<file path="config.mk">
export PLATFORM = sky130hd
export DESIGN_NAME = fpu_result_stage
export DESIGN_NICKNAME = d
export VERILOG_FILES = /design/src/rtl/fpu_result_stage.sv
export SDC_FILE = /design/constraint.sdc
export NUM_CORES = 1
export LEC_CHECK = 0
export ABC_AREA = 1
export CAP_MARGIN = 20
export CORE_MARGIN = 2
export CORE_UTILIZATION = 55
export CTS_CLUSTER_SIZE = 20
export DETAILED_ROUTE_END_ITERATION = 10
export PLACE_DENSITY = 0.79
export SYNTH_ARGS = -nofsm -noshare
export SYNTH_HDL_FRONTEND = slang
export SYNTH_SLANG_ARGS = --single-unit
</file>
<file path="constraint.sdc">
create_clock -name CLK -period 5.2 [get_ports CLK]
set_clock_uncertainty 0.05 [all_clocks]
set_input_delay 0.78 -clock CLK [delete_from_list [all_inputs] [get_ports CLK]]
set_output_delay 0.78 -clock CLK [all_outputs]
set_load 0.01 [all_outputs]
</file>
<file path="src/rtl/fpu_result_stage.sv">
// fpu_result_stage: tags FPU core results with operand class/sign, resolves IEEE special cases, buffers in a FIFO
module fpu_result_stage #(
    parameter int DataSize     = 32,
    parameter int ExponentSize = 8,
    parameter int FractionSize = 23,
    parameter int CoreLatency  = 6,
    parameter int FifoDepth    = 4
) (
    input  logic                               CLK,
    input  logic                               RST_N,
    input  logic                               InValid,
    input  logic [DataSize-1:0]                Operand1,
    input  logic [DataSize-1:0]                Operand2,
    input  logic [1:0]                         Operation,
    input  logic [DataSize-2:0]                CoreResult,
    input  logic                               OutReady,
    output logic                               OutValid,
    output logic [DataSize-1:0]                Result,
    output logic [2:0]                         Flags,
    output logic [$clog2(FifoDepth+1)-1:0]     Count,
    output logic                               DropErr
);
    localparam int AW = $clog2(FifoDepth);
    localparam int CW = $clog2(FifoDepth + 1);
    localparam logic [DataSize-1:0] QNAN = {1'b0, {ExponentSize{1'b1}}, 1'b1, {(FractionSize-1){1'b0}}};

    typedef enum logic [1:0] {CLS_NORM, CLS_ZERO, CLS_INF, CLS_NAN} cls_t;

    typedef struct packed {
        logic       valid;
        cls_t       c1;
        cls_t       c2;
        logic       sign;
        logic [1:0] op;
        logic       zero_hint;
    } tag_t;

    function automatic cls_t classify(input logic [DataSize-1:0] v);
        logic [ExponentSize-1:0] e;
        logic [FractionSize-1:0] f;
        e = v[DataSize-2 -: ExponentSize];
        f = v[FractionSize-1:0];
        return (&e) ? ((|f) ? CLS_NAN : CLS_INF) : (~|e) ? CLS_ZERO : CLS_NORM;
    endfunction

    tag_t                      issue_tag;
    tag_t [CoreLatency-1:0]    tags;
    tag_t                      last;
    logic                      s1, s2e, both_zero, any_zero, cancel;
    logic [DataSize-2:0]       mag1, mag2;
    logic [ExponentSize-1:0]   exp_r;
    logic                      inf1, inf2, inf_any, bad, ovf, zflag;
    logic [DataSize-1:0]       inf_val, zero_val, push_data;
    logic [2:0]                push_flags;
    logic [DataSize+2:0]       mem [FifoDepth];
    logic [DataSize+2:0]       head_next;
    logic [AW-1:0]             wr_ptr, rd_ptr, rd_nx;
    logic                      push, pop, full, wr_en;

    // Issue-time classification; zero_hint marks an exactly-zero result (ADD/SUB cancellation or
    // both zero, MUL with a zero). For Inf-Inf it also flags opposite effective signs.
    always_comb begin
        s1 = Operand1[DataSize-1];
        s2e = Operand2[DataSize-1] ^ (~Operation[1] & Operation[0]);
        mag1 = Operand1[DataSize-2:0];
        mag2 = Operand2[DataSize-2:0];
        issue_tag.valid = InValid;
        issue_tag.c1 = classify(Operand1);
        issue_tag.c2 = classify(Operand2);
        issue_tag.op = Operation;
        both_zero = (issue_tag.c1 == CLS_ZERO) && (issue_tag.c2 == CLS_ZERO);
        any_zero = (issue_tag.c1 == CLS_ZERO) || (issue_tag.c2 == CLS_ZERO);
        cancel = (mag1 == mag2) && (s1 != s2e);
        issue_tag.sign = Operation[1] ? (s1 ^ s2e) : both_zero ? (s1 & s2e) : cancel ? 1'b0 : (mag1 >= mag2) ? s1 : s2e;
        issue_tag.zero_hint = Operation[1] ? any_zero : (both_zero | cancel);
    end

    // Tag delay line aligned with the core latency
    always_ff @(posedge CLK or negedge RST_N) begin
        if (!RST_N) tags <= '0;
        else tags <= {tags[CoreLatency-2:0], issue_tag};
    end

    // Merge the emerging core result with its tag, resolving special values by priority
    always_comb begin
        last = tags[CoreLatency-1];
        exp_r = CoreResult[DataSize-2 -: ExponentSize];
        inf1 = last.c1 == CLS_INF;
        inf2 = last.c2 == CLS_INF;
        inf_any = inf1 | inf2;
        bad = (last.op == 2'b11) || (last.c1 == CLS_NAN) || (last.c2 == CLS_NAN) ||
              (last.op[1] ? ((inf1 && last.c2 == CLS_ZERO) || (inf2 && last.c1 == CLS_ZERO)) : (inf1 & inf2 & last.zero_hint));
        inf_val = {last.sign, {ExponentSize{1'b1}}, {FractionSize{1'b0}}};
        zero_val = {last.sign, {(DataSize-1){1'b0}}};
        ovf = !bad && !inf_any && !last.zero_hint && (&exp_r);
        zflag = !bad && !inf_any && (last.zero_hint || (~|exp_r));
        push_data = bad ? QNAN : inf_any ? inf_val : last.zero_hint ? zero_val :
                    (&exp_r) ? inf_val : (~|exp_r) ? zero_val : {last.sign, CoreResult};
        push_flags = {bad, ovf, zflag};
    end

    // FIFO control and next head value (head is held in the output registers)
    always_comb begin
        push = last.valid;
        pop = OutValid & OutReady;
        full = Count == CW'(FifoDepth);
        wr_en = push & (~full | pop);
        rd_nx = rd_ptr + 1'b1;
        head_next = pop ? ((Count > CW'(1)) ? mem[rd_nx] : wr_en ? {push_data, push_flags} : '0) : {push_data, push_flags};
    end

    // FIFO storage
    always_ff @(posedge CLK) begin
        if (wr_en) mem[wr_ptr] <= {push_data, push_flags};
    end

    // FIFO pointers, occupancy, registered head and sticky drop error
    always_ff @(posedge CLK or negedge RST_N) begin
        if (!RST_N) begin
            wr_ptr <= '0;
            rd_ptr <= '0;
            Count <= '0;
            Result <= '0;
            Flags <= '0;
            DropErr <= 1'b0;
        end else begin
            if (wr_en) wr_ptr <= wr_ptr + 1'b1;
            if (pop) rd_ptr <= rd_nx;
            Count <= Count + CW'(wr_en) - CW'(pop);
            if (push && !wr_en) DropErr <= 1'b1;
            if (pop || (wr_en && Count == '0)) {Result, Flags} <= head_next;
        end
    end

    assign OutValid = Count != '0;
endmodule
</file>
* After elaboration in Yosys (flattened, before gate mapping) *
Memories as Yosys holds them, arrays and structs flattened.
Index checks and enable logic that the tools add are counted.

storage, ports and cells
  RAM bits = 140
  memories kept = 1
  word-level logic and storage cells = 128
  input port bits = 101
  output and inout bits = 40
  bits in registers = 97

cells by class
  reductions and logical operators = 32
  order comparisons = 2
  muxes and demuxes = 22
  equality and inequality tests = 12
  add/sub/neg operators = 4
  bitwise logic cells = 13

memory list
  name  depth  bits a word  rd ports  clocked after Yosys merged registers in  write ports  line  text
  mem   4      35           1         0                                        1            55    logic [DataSize+2:0] mem [FifoDepth];

operators by type and width
  kind                                                                   count
  31-bit 2-to-1 mux                                                      4
  35-bit 2-to-1 mux                                                      3
  23-bit OR reduction                                                    2
  32-bit 2-to-1 mux                                                      1
  31-bit equality test                                                   1
  31-bit greater-or-equal comparator                                     1
  8-bit AND reduction                                                    3
  8-bit OR reduction                                                     3
  1-bit 2-to-1 mux                                                       12
  2-bit equality test, second input constant                             5
  1-bit logical AND                                                      10
  2-bit by 1-bit equality test with 1-bit output, second input constant  4
  1-bit logical OR                                                       7
  1-bit AND                                                              6
  1-bit zero test                                                        5
  2-bit by 1-bit adder with 2-bit output, second input constant          2
  2-bit 2-to-1 mux                                                       2
  3-bit by 1-bit adder with 3-bit output                                 1
  3-bit equality test, second input constant                             1
  3-bit by 1-bit > comparator with 1-bit output, second input constant   1
  3-bit zero test                                                        1
  1-bit OR                                                               3
  3-bit nonzero test                                                     1
  3-bit by 1-bit subtractor with 3-bit output                            1
  other kinds (3)                                                        5

* Depth between registers and ports, before layout *
  depth in word-level cells = 12
  mapped depth = 14
  gate-level depth less buffers = 14

* Worst setup path after synthesis *
No wires, ideal clock.

  kind = input -> register
  start = input port OutReady
  end = memory mem[0][0] in the netlist's numbering, enable pin
  data required time = 4.723 ns
  stages = 4
  setup time = 0.427 ns
  slack = 2.165 ns
  data arrival time = 2.557 ns
  buffers on the path = 0
  path through = nand2_4 -> nand4_2 -> nand2_4 -> nor2_1

on the way
  word-level cells in the longest chain between the ends = 5

RTL lines
  item                                    line  text
  start: declaration                      16    input logic OutReady,
  1-bit AND                               105   pop = OutValid & OutReady;
  1-bit OR                                107   wr_en = push & (~full | pop);
  1-bit AND                               107
  1-bit 2-to-1 mux                        114   if (wr_en) mem[wr_ptr] <= {push_data, push_flags};
  1-bit 2-to-1 mux (implied by the code)  114
  end: declaration                        55

No other way between the ends.

* Worst setup path in the final report *
  start = register tags (netlist bit last[0])
  end = memory mem[1][1] in the netlist's numbering (data pin)

on the way
  word-level cells in the longest chain between the ends = 7
  elaborated cells between the ends (all ways) = 8
  classes of those cells = mux (1); bitwise (1); reduce/logical (6)

RTL lines
  item                            line  text
  start: declaration              47    tag_t [CoreLatency-1:0] tags;
  start signal: assignment        81    else tags <= {tags[CoreLatency-2:0], issue_tag};
  1-bit AND                       92    (last.op[1] ? ((inf1 && last.c2 == CLS_ZERO) || (inf2 && last.c1 == CLS_ZERO)) : (inf1 & inf2 & last.zero_hint ...
  1-bit 2-to-1 mux                92
  1-bit logical OR                91    bad = (last.op == 2'b11) || (last.c1 == CLS_NAN) || (last.c2 == CLS_NAN) ||
  via bad                         52    logic inf1, inf2, inf_any, bad, ovf, zflag;
  1-bit zero test                 95    ovf = !bad && !inf_any && !last.zero_hint && (&exp_r);
  1-bit logical AND (3 in a row)  95
  via ovf                         52

The timed path passes the listed nets, and every way through them passes these cells.

==> flow_summary.toml <==
[sta]
layout_min_cycle_time_ps = 2740
finalHoldViolations = 0
relSlewSlack_pct = 43.8
setup_viol = 0
min_period_over_period_pct = 52.8
worstMarginPinSlew_ps = 844
maxSlewViolCount = 0
fmax_mhz = 365
rsz0062_at_grt = "no"
tns_ps = 0

[global_route]
grtUsageMet2_pct = 42.9
track_usage_pct = 24.3
met1_usage_pct = 31.1
met3_usage_pct = 3.93
top_usage_layer = "met2"
grt_max_degree = 73
grt_overflow_total = 0
antenna_found_initial = 0
grt_pass1_wl_um = 38100
grt_pass1_vias = 7788

[logic_synthesis]
synth_cell_types = 35
synth.area.top_cells = "edfxtp_1 (41%), dfrtp_1 (24%), nand2_1 (6.6%)"
syn_area_um2 = 10300
syn_inst = 980
synth_nets = 1120
synth_seq_cells = 237
yosysTopAreaCell = "edfxtp_1"
ys_seq_area_share_pct = 64.7
yosysWarnings = 0
synth_top_area_share_pct = 41.0
avgSynthCellArea_um2 = 10.5

[clock_network]
numCtsBuffers = 23
ctsHoldBuffers = 0
cts-htree-levels = 1
path_clk_slew_ps = 60
cts_tree = "yes"
postCtsSetupBuffers = 0
clock-sinks = 237
cts_resized = 0
root_buffer = "clkbuf_16"
clockBufferDepth = 3
clk_latency_ps = 520

[worst_setup_path]
timing.rr.end = "mem[1][1]"
crit_chain = "inv_1 > nor3_1 > o21ai_1 > nand3_2 > nor2_4 > inv_2 > nor4_1"
reg2reg_slack_ps = 2460
r2r-start = "last[0]"
rr_worst_depth = 7
cp_slowest_cell = "nor4_1"
cp-end-kind = "flip-flop"
crit_fanout = 24
crit_type = "reg2reg"
critPathCapture = "mem[1][1]"
critPathArrivalTime_ps = 2910
crit_path_start_kind = "flip-flop"
required_ps = 5370
startpoint = "last[0]"
critPathMaxStageDelay_ps = 620

[layout]
final_cell_mix = "nand2_1 (179), edfxtp_1 (140), clkdlybuf4s50_1 (139)"
drive_gt1_share_pct = 5.89
final-seq-area_um2 = 6630
multi_input_area_um2 = 3020
fill_cells = 1238
stdcell_count = 1367
layout.nets = 1261
antennaDiodeCount = 0
final_common_cell = "nand2_1"
syn_to_final_growth_pct = 24.2

[routing]
detail-route-antenna-nets = 0
vias_per_cell = 5.50
drc = 0
drt_wl_total_um = 23500
drtIter0Drc = 624
drt-pass1-iter-count = 5
wl_per_cell_um = 17.2
vias = 7519

[floorplanning]
die_w_um = 141
start_util_pct = 56.5
rows = 49
ios = 141
die_h_um = 141
core_um2 = 18100
dieArea_um2 = 19800

[placement]
place_congestion = 0.901
port_buffers = 140
placed_cells = 1323
dpl.hpwl_um = 14900

[pwr]
vdd_drop_max_v = 0.000276
cellLeakagePower_nw = 5.50
p_per_area_nw_per_um2 = 497

[status]
status = "complete, no violations"

[job]
max_cap_viol_count = 0

[min_path]
hold_class = "reg2reg"
## cell families (layout without fill, tap and decap cells)
kind of cell | count (synthesis) | after routing | share of synthesized area [%]
AOI/OAI and AO/OA | 197 | 197 | 9.95
xor gates and xnor gates | 5 | 5 | 0.427
adders and majority gates | 39 | 39 | 4.83
buffers and inverters | 159 | 317 | 6.27
DFF | 237 | 237 | 64.7
and+or+nand+nor | 343 | 343 | 13.9
## synth_stat cells
cell type,number
o21bai_1,1
nand2_2,1
nand2_4,3
nand2_1,179
or2_2,1
nor4_1,8
edfxtp_1,140
o22ai_1,10
buf_6,4
inv_4,1
nor2_4,1
buf_2,8
a21oi_1,94
clkbuf_1,23
o21ai_1,2
nand3_1,8
nor3_1,6
o221ai_1,1
nor2_1,116
o211ai_1,1
xor2_1,5
inv_1,120
o21ai_4,1
o21ai_0,86
nor3b_1,1
nand4_1,17
nand4_2,1
a21o_1,1
inv_2,1
fa_1,1
nand3_2,1
dfrtp_1,97
ha_1,38
buf_4,1
clkinv_1,1
## power by group
part	total, mW	switching (mW)	internal, mW	leakage (nW)
registers	2.60	0.166	2.43	2.49
clock network	1.68	0.674	1.00	0.383
logic	2.05	1.25	0.799	2.63
total	6.33	2.09	4.23	5.50
## registers in the layout (all words and copies together) (netlist names)
| name | cells |
|---|---|
| rd_ptr | 2 |
| inf_val | 1 |
| DropErr | 1 |
| mem | 140 |
| last | 7 |
| tags | 45 |
| Count | 3 |
| push | 1 |
| wr_ptr | 2 |
| Result | 32 |
| Flags | 3 |
## cell type report
class / count / area share [%]
multi-input combinational: 584 / 23.7
tap: 229 / 2.25
sequential: 237 / 52.1
clock buffer: 35 / 5.34
timing repair buffer: 152 / 12.3
inverter: 123 / 3.64
clock inverter: 7 / 0.727
## layer usage
metal	vias up	routed length (um)
met3	51	1770
met4	0	608
met1	3584	9420
li1	3550	-
met2	334	11700
met5	-	0
## per-stage QoR
step / instance area [um^2] / hold slack, ps / worst slack [ps] / power, mW / utilization, %
floorplan: 10300 / 281 / 2170 / 3.76 / -
global placement: 11900 / 281 / 2050 / 4.51 / 65.3
detailed placement: 11900 / 285 / 2060 / 4.63 / 65.7
CTS: 12700 / 287 / 2540 / 6.31 / 70.0
global route: 12700 / 287 / 2340 / 6.68 / 70.2
finish: 12700 / 288 / 2460 / 6.33 / 70.2
## worst min-delay path by stage
stage / depth (start not counted) / to / slack [ps] / startpoint
floorplan: 0 / inf_val[31] / 280 / tags[39]
global placement: 0 / tags[41] / 280 / tags[32]
detailed placement: 0 / tags[15] / 280 / tags[6]
CTS: 0 / tags[22] / 290 / tags[13]
global route: 0 / tags[25] / 290 / tags[16]
finish: 0 / tags[22] / 290 / tags[13]
## critical path: cells and delay by family (launching register included)
family / cells / cell delay (ps)
compound gates: 1 / 200
buf+inv: 2 / 460
flops: 1 / 530
simple gates: 4 / 1190
No activity file was read; power rests on OpenSTA's default activity.
